## src/rtl/farol_pkg.sv

```systemverilog
// Shared types and helpers for the timed headlight-on warning.
// State codes, default timing constants and the warning condition.
package farol_pkg;

   typedef enum logic [2:0] {
      OCIOSO   = 3'd0,
      CONFIRMA = 3'd1,
      BIPANDO  = 3'd2,
      SILENCIO = 3'd3,
      DESLIGA  = 3'd4
   } estado_t;

   localparam int N_LUZES_DEF    = 2;
   localparam int TICK_DIV_DEF   = 50000;
   localparam int T_CONFIRMA_DEF = 20;
   localparam int T_BIP_ON_DEF   = 5;
   localparam int T_BIP_OFF_DEF  = 5;
   localparam int T_LIMITE_DEF   = 600;

   // Any light on while the door is open or the key is out.
   function automatic logic cond_alerta(
      input logic luz,
      input logic porta,
      input logic chave
   );
      return luz & ~(porta & chave);
   endfunction

endpackage

```

## src/rtl/gerador_tick.sv

```systemverilog
// Prescaler: one-cycle tick every TICK_DIV cycles, synchronous clear.
// Ports: clk, rst_n (sync, active-low), clr, tick.
module gerador_tick #(
   parameter int TICK_DIV = 50000
) (
   input  logic clk,
   input  logic rst_n,
   input  logic clr,
   output logic tick
);

   localparam int W = $clog2(TICK_DIV);
   localparam logic [W-1:0] MAX = W'(TICK_DIV - 1);

   logic [W-1:0] cnt;

   always_ff @(posedge clk) begin
      if (!rst_n || clr) begin
         cnt <= '0;
      end else if (cnt == MAX) begin
         cnt <= '0;
      end else begin
         cnt <= cnt + 1'b1;
      end
   end

   assign tick = (cnt == MAX);

endmodule

```

## src/rtl/sinalizador_farol_temporizado.sv

```systemverilog
// Timed headlight-on warning: confirm, pulsed beep, silence, auto-off.
// Ports: clk, rst_n, farol, porta, chave, silenciar -> saida, alerta, desliga_luz, estado.
module sinalizador_farol_temporizado
   import farol_pkg::*;
#(
   parameter int N_LUZES    = N_LUZES_DEF,
   parameter int TICK_DIV   = TICK_DIV_DEF,
   parameter int T_CONFIRMA = T_CONFIRMA_DEF,
   parameter int T_BIP_ON   = T_BIP_ON_DEF,
   parameter int T_BIP_OFF  = T_BIP_OFF_DEF,
   parameter int T_LIMITE   = T_LIMITE_DEF
) (
   input  logic               clk,
   input  logic               rst_n,
   input  logic [N_LUZES-1:0] farol,
   input  logic               porta,
   input  logic               chave,
   input  logic               silenciar,
   output logic               saida,
   output logic               alerta,
   output logic [N_LUZES-1:0] desliga_luz,
   output logic [2:0]         estado
);

   localparam int T_MAX1 = (T_CONFIRMA > T_BIP_ON) ? T_CONFIRMA : T_BIP_ON;
   localparam int T_MAX  = (T_MAX1 > T_BIP_OFF) ? T_MAX1 : T_BIP_OFF;
   localparam int TW     = $clog2(T_MAX + 1);
   localparam int L_MAX  = (T_LIMITE > 0) ? T_LIMITE : 1;
   localparam int LW     = $clog2(L_MAX + 1);

   localparam logic [TW-1:0] FIM_CONF = TW'(T_CONFIRMA - 1);
   localparam logic [TW-1:0] FIM_ON   = TW'(T_BIP_ON - 1);
   localparam logic [TW-1:0] FIM_OFF  = TW'(T_BIP_OFF - 1);
   localparam logic [LW-1:0] FIM_LIM  = LW'(L_MAX - 1);

   estado_t             state, state_n;
   logic                fase, fase_n;
   logic [TW-1:0]       tcnt, tcnt_n;
   logic [LW-1:0]       lcnt, lcnt_n;
   logic                troca_fase;
   logic                clr, tick, c;
   logic                saida_n, alerta_n;
   logic [N_LUZES-1:0]  desliga_n;
   logic [TW-1:0]       fim_fase;

   assign c        = cond_alerta(|farol, porta, chave);
   assign fim_fase = fase ? FIM_ON : FIM_OFF;
   // Restarting the prescaler keeps every interval an exact tick multiple.
   assign clr      = (state_n != state) | troca_fase;

   gerador_tick #(
      .TICK_DIV (TICK_DIV)
   ) u_tick (
      .clk   (clk),
      .rst_n (rst_n),
      .clr   (clr),
      .tick  (tick)
   );

   always_comb begin
      state_n    = state;
      fase_n     = fase;
      tcnt_n     = tcnt;
      lcnt_n     = lcnt;
      troca_fase = 1'b0;

      unique case (state)
         OCIOSO: begin
            if (c) state_n = CONFIRMA;
         end
         CONFIRMA: begin
            if (tick) begin
               if (tcnt == FIM_CONF) state_n = BIPANDO;
               else tcnt_n = tcnt + 1'b1;
            end
         end
         BIPANDO: begin
            if (silenciar) begin
               state_n = SILENCIO;
            end else if (T_LIMITE != 0 && tick && lcnt == FIM_LIM) begin
               state_n = DESLIGA;
            end else if (tick) begin
               if (T_LIMITE != 0) lcnt_n = lcnt + 1'b1;
               if (tcnt == fim_fase) begin
                  fase_n     = ~fase;
                  tcnt_n     = '0;
                  troca_fase = 1'b1;
               end else begin
                  tcnt_n = tcnt + 1'b1;
               end
            end
         end
         SILENCIO, DESLIGA: ;
         default: state_n = OCIOSO;
      endcase

      // Losing the condition overrides everything else.
      if (state != OCIOSO && !c) state_n = OCIOSO;

      if (state_n != state) begin
         tcnt_n = '0;
         lcnt_n = '0;
         fase_n = (state_n == BIPANDO);
      end
   end

   always_comb begin
      saida_n   = (state_n == BIPANDO) && fase_n;
      alerta_n  = (state_n == BIPANDO) ||
                  (state_n == SILENCIO) ||
                  (state_n == DESLIGA);
      desliga_n = '0;
      // Snapshot on entry; later channels are not requested.
      if (state_n == DESLIGA) begin
         desliga_n = (state == DESLIGA) ? desliga_luz : farol;
      end
   end

   always_ff @(posedge clk) begin
      if (!rst_n) begin
         state       <= OCIOSO;
         fase        <= 1'b0;
         tcnt        <= '0;
         lcnt        <= '0;
         saida       <= 1'b0;
         alerta      <= 1'b0;
         desliga_luz <= '0;
      end else begin
         state       <= state_n;
         fase        <= fase_n;
         tcnt        <= tcnt_n;
         lcnt        <= lcnt_n;
         saida       <= saida_n;
         alerta      <= alerta_n;
         desliga_luz <= desliga_n;
      end
   end

   assign estado = state;

endmodule

```

## config.mk

```make
export PLATFORM = sky130hd
export DESIGN_NAME = sinalizador_farol_temporizado
export DESIGN_NICKNAME = d
export VERILOG_FILES = /design/src/rtl/farol_pkg.sv /design/src/rtl/gerador_tick.sv /design/src/rtl/sinalizador_farol_temporizado.sv
export SDC_FILE = /design/constraint.sdc
export NUM_CORES = 1
export LEC_CHECK = 0
export ABC_AREA = 1
export CAP_MARGIN = 10
export CORE_ASPECT_RATIO = 1.4
export CORE_UTILIZATION = 54
export DETAILED_ROUTE_END_ITERATION = 16
export GPL_ROUTABILITY_DRIVEN = 0
export PLACE_DENSITY = 0.81
export SKIP_LAST_GASP = 1
export SYNTH_ARGS = -nofsm -noshare
export SYNTH_HDL_FRONTEND = slang
export SYNTH_HIERARCHICAL = 1
export SYNTH_SLANG_ARGS = --single-unit
```

## constraint.sdc

```tcl
create_clock -name clk -period 5.4 [get_ports clk]
set_clock_uncertainty 0.2 [all_clocks]
set_input_delay 1.62 -clock clk [delete_from_list [all_inputs] [get_ports clk]]
set_output_delay 1.62 -clock clk [all_outputs]
set_load 0.02 [all_outputs]
```

Word level (Yosys, flattened, before mapping):

Cells that the tools add are included.

* output and inout bits: 7
* word-level logic and storage cells: 79
* bits of input ports: 7
* flip-flop bits (word level): 39

* bitwise operators: 8
* equality and inequality tests: 17
* reductions and logical operators: 18
* mux-type cells: 25
* $add $sub $neg: 3

Operators by type and width (number)
* 2-to-1 mux 5 bit: 6
* 2-to-1 mux 3 bit: 6
* adder 16 x 1 -> 16 bit (second input constant): 1
* equality test 16 bit (second input constant): 1
* equality test 3 x 2 -> 1 bit (second input constant): 4
* case mux 3 bit (4 select lines): 1
* 2-to-1 mux 1 bit: 11
* adder 10 x 1 -> 10 bit (second input constant): 1
* equality test 10 bit (second input constant): 1
* != test 2 bit (second input constant): 5
* case mux 5 bit (2 select lines): 1
* OR reduction 2 bit: 4
* equality test 3 bit (second input constant): 2
* AND reduction 6 bit: 1
* adder 5 x 1 -> 5 bit (second input constant): 1
* equality test 5 x 3 -> 1 bit (second input constant): 1
* equality test 5 bit (second input constant): 1
* inverter 1 bit: 5
* AND reduction 4 bit: 1
* equality test 3 x 1 -> 1 bit (second input constant): 1
* logical AND 1 bit: 3
* logical NOT 3 bit: 1
* logical OR 1 bit: 3
* != test 3 bit: 1
* other kinds (6): 8

Longest topological paths before layout:

Gate-level depths: netlist of run 1.

* depth after elaboration: 10
* mapped depth: 18
* depth with buffers taken out: 17

Modules after synthesis:

Netlist of run 1, hierarchy kept.

By module, submodules not included
* sinalizador_farol_temporizado: sequential area each 460.4 um2, instances 1, cells an instance 205, area each 1383.8 um2
* gerador_tick: sequential area each 320.3 um2, instances 1, cells an instance 131, area each 863.3 um2

Worst setup path after synthesis of run 1:

No wires, ideal clock.

* path kind: input to register
* from: in porta
* to: reg u_tick.cnt[14]
* arrival: 2.962 ns
* stages: 14
* library setup time: 0.070 ns
* data required time: 5.130 ns
* buffers on the path: 1
* path slack: 2.168 ns
* path through: nand2_1 inv_1 nor2_1 inv_1 nand2_1 nand3_1 nand2_1 nand2_2 nor2_4 o21ai_0 nor2_1 nand2_4 buf_8 a21oi_1

* word-level cells in the longest chain between the ends: 10

Ends and longest elaborated chain
* start: declaration: line sinalizador_farol_temporizado.sv:16 `input logic porta,`
* AND 1 bit *: line farol_pkg.sv:26 `return luz & ~(porta & chave);`
* inverter 1 bit *: line farol_pkg.sv:26
* AND 1 bit *: line farol_pkg.sv:26
* 2-to-1 mux 3 bit / logical NOT 1 bit (equally long branches): line sinalizador_farol_temporizado.sv:69, sinalizador_farol_temporizado.sv:98
* case mux 3 bit (4 select lines) / logical AND 1 bit (equally long branches): line sinalizador_farol_temporizado.sv:67, sinalizador_farol_temporizado.sv:98
* 2-to-1 mux 3 bit *: line sinalizador_farol_temporizado.sv:98 `if (state != OCIOSO && !c) state_n = OCIOSO;`
* != test 3 bit *: line sinalizador_farol_temporizado.sv:49 `assign clr = (state_n != state) | troca_fase;`
* OR 1 bit *: line sinalizador_farol_temporizado.sv:49
* net clr: line sinalizador_farol_temporizado.sv:41 `logic clr, tick, c;`
* logical OR 1 bit *: line gerador_tick.sv:18 `if (!rst_n || clr) begin`
* OR reduction 2 bit (no source line) *
* end signal: assignment: line gerador_tick.sv:23 `cnt <= cnt + 1'b1;`
* end: declaration: line gerador_tick.sv:15 `logic [W-1:0] cnt;`

The timed path passes the listed nets; every way through them passes the cells marked *.
A chain may end at the register's enable or synchronous reset.

Worst setup path after layout of run 1:

* from: in farol[0]
* to: reg u_tick.cnt[10]

* word-level cells in the longest chain between the ends: 9

Ends and longest elaborated chain
* start: declaration: line sinalizador_farol_temporizado.sv:15 `input logic [N_LUZES-1:0] farol,`
* OR reduction 2 bit *: line sinalizador_farol_temporizado.sv:46 `assign c = cond_alerta(|farol, porta, chave);`
* AND 1 bit *: line farol_pkg.sv:26
* 2-to-1 mux 3 bit / logical NOT 1 bit (equally long branches): line sinalizador_farol_temporizado.sv:69, sinalizador_farol_temporizado.sv:98
* case mux 3 bit (4 select lines) / logical AND 1 bit (equally long branches): line sinalizador_farol_temporizado.sv:67, sinalizador_farol_temporizado.sv:98
* 2-to-1 mux 3 bit *: line sinalizador_farol_temporizado.sv:98
* != test 3 bit *: line sinalizador_farol_temporizado.sv:49
* OR 1 bit *: line sinalizador_farol_temporizado.sv:49
* net clr: line sinalizador_farol_temporizado.sv:41
* logical OR 1 bit *: line gerador_tick.sv:18
* OR reduction 2 bit (no source line) *

Marked as above.

==> results.json, run 1 <==
{
  "status": "finished, final reports clean",
  "syn_to_final_growth_pct": 10.4,
  "track_usage": 0.214,
  "ioPinCount": 14,
  "nets": 364,
  "fin_crit_ps": 3540,
  "finalCritPeriodShare": 0.655,
  "synth.top_cells.by_count": "nand2_1 (76), nor2_1 (54), inv_1 (48)",
  "rows": 27,
  "htreeDepth": 2,
  "hpwl_um": 3180,
  "grt_pass1_wl_um": 7540,
  "post_cts_buffers": 0,
  "pwr-share-clk": 0.352,
  "start_kind": "input port",
  "cts_resized": 0,
  "maxCapViolCount": 0,
  "antenna_found_initial": 0,
  "cts-buffers-inserted": 5,
  "tightest_slew_ps": 360,
  "clockRootBuffer": "clkbuf_8",
  "grt_pass1_vias": 1873,
  "ir_worst_vdd_uv": 188,
  "cellLeakagePower_nw": 0.934,
  "switching_share": 0.255,
  "ant_nets": 0,
  "finalSetupTns_ps": 0,
  "syn_area_mm2": 0.00225,
  "fmax_mhz": 283,
  "layout-drive-gt1-share": 0.119,
  "synth_top_area_share": 0.347,
  "cts_tree": "yes",
  "ys_seq_area_frac": 0.347,
  "timing.final.ws_setup_ps": 1860,
  "multi_input_area_mm2": 0.00124,
  "die_w_um": 56.5,
  "synth_area_leaders": "dfxtp_1 (35%), nand2_1 (13%), nor2_1 (9.0%), inv_1 (8.0%), nand3_1 (4.7%)",
  "p_sw_mw": 0.137,
  "die_h_um": 78.3,
  "pre_cts_ws_ps": 1580,
  "synth_top_area_cell": "dfxtp_1",
  "worstPathRequired_ps": 5420,
  "final_core_util": 0.628,
  "drt_iter0_markers": 85,
  "yosysWarningCount": 6,
  "portBuffers": 13,
  "drt-pass1-iter-count": 4,
  "die-area_mm2": 0.00443,
  "drc": 0,
  "seqCellArea_um2": 781,
  "postSynthAreaPerCell_um2": 6.69,
  "cp-end-kind": "flop",
  "fillers": 362,
  "synth_most_common_cell": "nand2_1",
  "vias_per_cell": 5.10,
  "critPathArrivalTime_ps": 3560,
  "combPwrFrac": 0.097,
  "post_dp_cell_area_mm2": 0.00240,
  "hold_viol": 0,
  "grt_max_degree": 17,
  "synth_edf_count": 0,
  "vias": 2024,
  "p_int_mw": 0.400,
  "synth_flop_cell": "dfxtp_1",
  "total_power_mw": 0.537,
  "core_region_area_mm2": 0.00395,
  "ys_types": 29,
  "synth-seq-cells": 39,
  "place_inst": 389,
  "ctsHoldBuffers": 0,
  "clock_latency_ps": 290,
  "holdWs_ps": 258,
  "num_antenna_cells": 0,
  "clkTransAtPathRegs_ps": 70,
  "hold_path_class": "flop to flop",
  "initial_utilization": 0.569,
  "grt-ovfl-total": 0,
  "clockBufferDepth": 2,
  "rsz0062_at_grt": "no",
  "ys_async_sr_fraction": 0,
  "wl_um": 4210,
  "syn_inst": 336,
  "crit_fanout": 16,
  "stdcell_area_mm2": 0.00248,
  "clock_sinks": 39,
  "wl_per_cell_um": 10.6,
  "slew_viol_final": 0,
  "setup_viol": 0,
  "syn-num-nets": 347,
  "layout.cells.non_filler": 397,
  "cellPowerDensity_mw_per_mm2": 216,
  "worst-setup-path-type": "input port to flop",
  "max-slew-margin-rel": 0.759,
  "pwr-share-seq": 0.550
}
==> logic make-up (layout without fill, tap and decap cells) <==
kind of cell               Yosys count  count (layout)  share of synthesized area
adders and majority gates            4               4                     0.0223
xor gates and xnor gates            13              13                     0.0507
DFF                                 39              39                      0.347
and+or+nand+nor                    190             190                      0.391
buffers and inverters               55              73                      0.101
AOI/OAI and AO/OA                   35              35                     0.0880
==> path summary, 6_finish.rpt <==
check                 startpoint        endpoint  slack [ps]  depth (start not counted)
hold reg to reg   desliga_luz[1]  desliga_luz[1]         260                          2
setup / recovery        farol[0]  u_tick/cnt[10]        1860                         13
setup reg to reg   u_tick/cnt[0]  u_tick/cnt[10]        2480                         16
hold / removal    desliga_luz[1]  desliga_luz[1]         260                          2
==> final cells by class <==
class | instances | share of cell area
multi-input combinational | 242 | 0.500
sequential | 39 | 0.315
inverter | 52 | 0.0787
timing repair buffer | 13 | 0.0524
clock buffer | 7 | 0.0308
tap | 43 | 0.0217
clock inverter | 1 | 0.00202
==> power groups by stage <==
| stage | sequential (mW) | clock, mW | combinational (mW) |
|---|---|---|---|
| final | 0.296 | 0.189 | 0.0523 |
| after global routing | 0.296 | 0.208 | 0.0606 |
| after CTS | 0.295 | 0.197 | 0.0532 |
| after detailed placement | 0.302 | 0 | 0.0529 |
| after global placement | 0.302 | 0 | 0.0517 |
| after floorplan | 0.302 | 0 | 0.0419 |
==> cells in the final DEF (no fill, tap or decap) <==
master           count
nand2_4              1
or2_0                1
nand4_1              8
nor3_2               1
xnor2_1              3
o21ai_0             10
inv_2                4
nor3_1               2
o211ai_2             1
nor2_2               4
inv_1               48
nand2_2              7
a21oi_1             18
nand3_1             21
xor2_1              10
dfxtp_1             39
nor2_1              54
nor2_4               3
clkbuf_1             2
ha_1                 4
nand3_2              2
o21ai_1              2
or2_2                7
clkdlybuf4s50_1     13
clkinv_2             1
nand2_1             76
nor4_2               2
nor4_1               1
a21oi_2              4
clkbuf_8             5
==> metal layers <==
| metal | share of wire | global-route usage | vias to the layer above | wire length [um] |
|---|---|---|---|---|
| met5 | 0 | 0 | - | 0 |
| met4 | 0.016 | 0.0927 | 0 | 67 |
| met3 | 0.028 | 0.0395 | 6 | 119 |
| met2 | 0.53 | 0.408 | 23 | 2240 |
| met1 | 0.42 | 0.220 | 913 | 1780 |
| li1 | - | - | 1082 | - |
==> critical path: stages <==
cell             delay, ps
clkdlybuf4s50_1        480
nor2_1                  40
nor2_1                 150
inv_1                   70
nand2_1                160
nand3_1                120
nand2_1                 90
nand2_2                 80
nor2_4                 120
o21ai_0                100
nor2_1                 200
nand2_4                160
a21oi_1                150
==> state kept, by name (all words and copies together), names as in the netlist <==
name,flops
fase,1
estado,3
u_tick/cnt,16
tcnt,5
desliga_luz,2
alerta,1
saida,1
lcnt,10
Note: power is estimated with default switching activity, not from simulation.
==> run 2, diff against run 1 <==
==> constraint.sdc (replaced) <==
create_clock -name clk -period 3.6 [get_ports clk]
set_clock_uncertainty 0.2 [all_clocks]
set_input_delay 1.08 -clock clk [delete_from_list [all_inputs] [get_ports clk]]
set_output_delay 1.08 -clock clk [all_outputs]
set_load 0.02 [all_outputs]
==> results.json, run 2 (synthesis results as in run 1) <==
{
  "ir_worst_vdd_uv": 294,
  "ff2ff_setup_slack_ps": 700,
  "cts_tree": "yes",
  "setup_viol": 0,
  "ctsHoldBuffers": 0,
  "fmax_mhz": 332,
  "crit-reg2reg-launch": "u_tick/cnt[0]",
  "tightest_slew_ps": 353,
  "worst_hold_path.endpoint": "desliga_luz[1]",
  "cellLeakagePower_nw": 0.934,
  "clockBufferDepth": 2,
  "vias_per_cell": 5.14,
  "final_common_cell": "nand2_1",
  "worstPathRequired_ps": 3630,
  "rows": 27,
  "hpwl_um": 3190,
  "final_core_util": 0.628,
  "seqCellArea_um2": 781,
  "grt-ovfl-total": 0,
  "top_regs": "u_tick/cnt x16, lcnt x10, tcnt x5",
  "total_power_mw": 0.808,
  "grt_pass1_wl_um": 7740,
  "layout-drive-gt1-share": 0.119,
  "max-slew-margin-rel": 0.764,
  "syn_to_final_growth_pct": 10.4,
  "ant_nets": 0,
  "fillers": 360,
  "drt-pass1-iter-count": 5,
  "drt_iter0_markers": 88,
  "finalCritPeriodShare": 0.837,
  "initial_utilization": 0.569,
  "final_cell_mix": "nand2_1 (76), nor2_1 (54), inv_1 (48)",
  "clock_latency_ps": 300,
  "worst-setup-path-type": "input port to flop",
  "post_cts_buffers": 0,
  "track_usage": 0.220,
  "r2r_end": "u_tick/cnt[10]",
  "largest_reg_flops": 16,
  "htreeDepth": 2,
  "status": "finished, final reports clean",
  "layout.cells.non_filler": 397,
  "multi_input_area_mm2": 0.00124,
  "grt_pass1_vias": 1963,
  "cellPowerDensity_mw_per_mm2": 326,
  "worstHoldStart": "desliga_luz[1]",
  "clock_sinks": 39,
  "vias": 2040,
  "start_kind": "input port",
  "die_h_um": 78.3,
  "hold_path_class": "flop to flop",
  "antenna_found_initial": 0,
  "wl_um": 4230,
  "fin_crit_ps": 3010,
  "maxCapViolCount": 0,
  "nets": 364,
  "ff2ff_path_depth": 16,
  "die_w_um": 56.5,
  "portBuffers": 13,
  "clkTransAtPathRegs_ps": 80,
  "num_antenna_cells": 0,
  "holdWs_ps": 258,
  "crit_fanout": 16,
  "top_register": "u_tick/cnt",
  "cp-end-kind": "flop",
  "hold_viol": 0,
  "drc": 0,
  "slew_viol_final": 0,
  "wl_per_cell_um": 10.6,
  "cts-buffers-inserted": 5,
  "cts_resized": 0,
  "place_inst": 389,
  "clockRootBuffer": "clkbuf_8",
  "critPathArrivalTime_ps": 3040,
  "core_region_area_mm2": 0.00395,
  "grt_max_degree": 17,
  "die-area_mm2": 0.00443,
  "ioPinCount": 14,
  "worstHoldPathCells": 2,
  "finalSetupTns_ps": 0,
  "rsz0062_at_grt": "no"
}
## run 2: cell counts in the layout (fill, tap and decap cells not counted)
No cell type changed its count.
## run 2: where the power goes
part,total [mW],internal (mW),switching (mW)
clock network,0.286,0.136,0.150
registers,0.443,0.437,0.00597
logic,0.0786,0.0265,0.0521
total,0.808,0.600,0.208
## run 2: layout make-up
type,count,share of cell area
inverters,52,0.0787
flip-flops and latches,39,0.315
well taps,43,0.0217
clock inverters,1,0.00202
repair buffers,13,0.0524
multi-input cells,242,0.500
clock buffers,7,0.0308
## run 2: critical path, cell delays in order
cell	delay (ps)
clkdlybuf4s50_1	480
nor2_1	40
nor2_1	180
inv_1	90
nand2_1	170
nand3_1	100
nand2_1	80
nand2_2	70
nor2_4	120
o21ai_0	100
nor2_1	210
nand2_4	160
a21oi_1	150
## run 2: worst max path at each step
stage / startpoint / end
floorplan: porta / u_tick/cnt[14]
global placement: farol[1] / u_tick/cnt[12]
detailed placement: farol[0] / u_tick/cnt[10]
CTS: farol[0] / u_tick/cnt[10]
global route: farol[0] / u_tick/cnt[10]
finish: farol[0] / u_tick/cnt[10]
## run 2: routing by layer
| metal | share of wire | vias up | routed length, um | track usage |
|---|---|---|---|---|
| met3 | 0.022 | 8 | 95 | 0.0412 |
| met1 | 0.42 | 927 | 1780 | 0.226 |
| met4 | 0.022 | 0 | 93 | 0.120 |
| met5 | 0 | - | 0 | 0 |
| met2 | 0.54 | 21 | 2260 | 0.408 |
| li1 | - | 1084 | - | - |
## run 2: per-stage QoR
step           setup slack (ps)  instance area [um2]
6_report                    585                 2480
3_3_place_gp                404                 2400
2_1_floorplan               908                 2250
5_1_grt                     358                 2480
3_5_place_dp                311                 2400
4_1_cts                     591                 2480
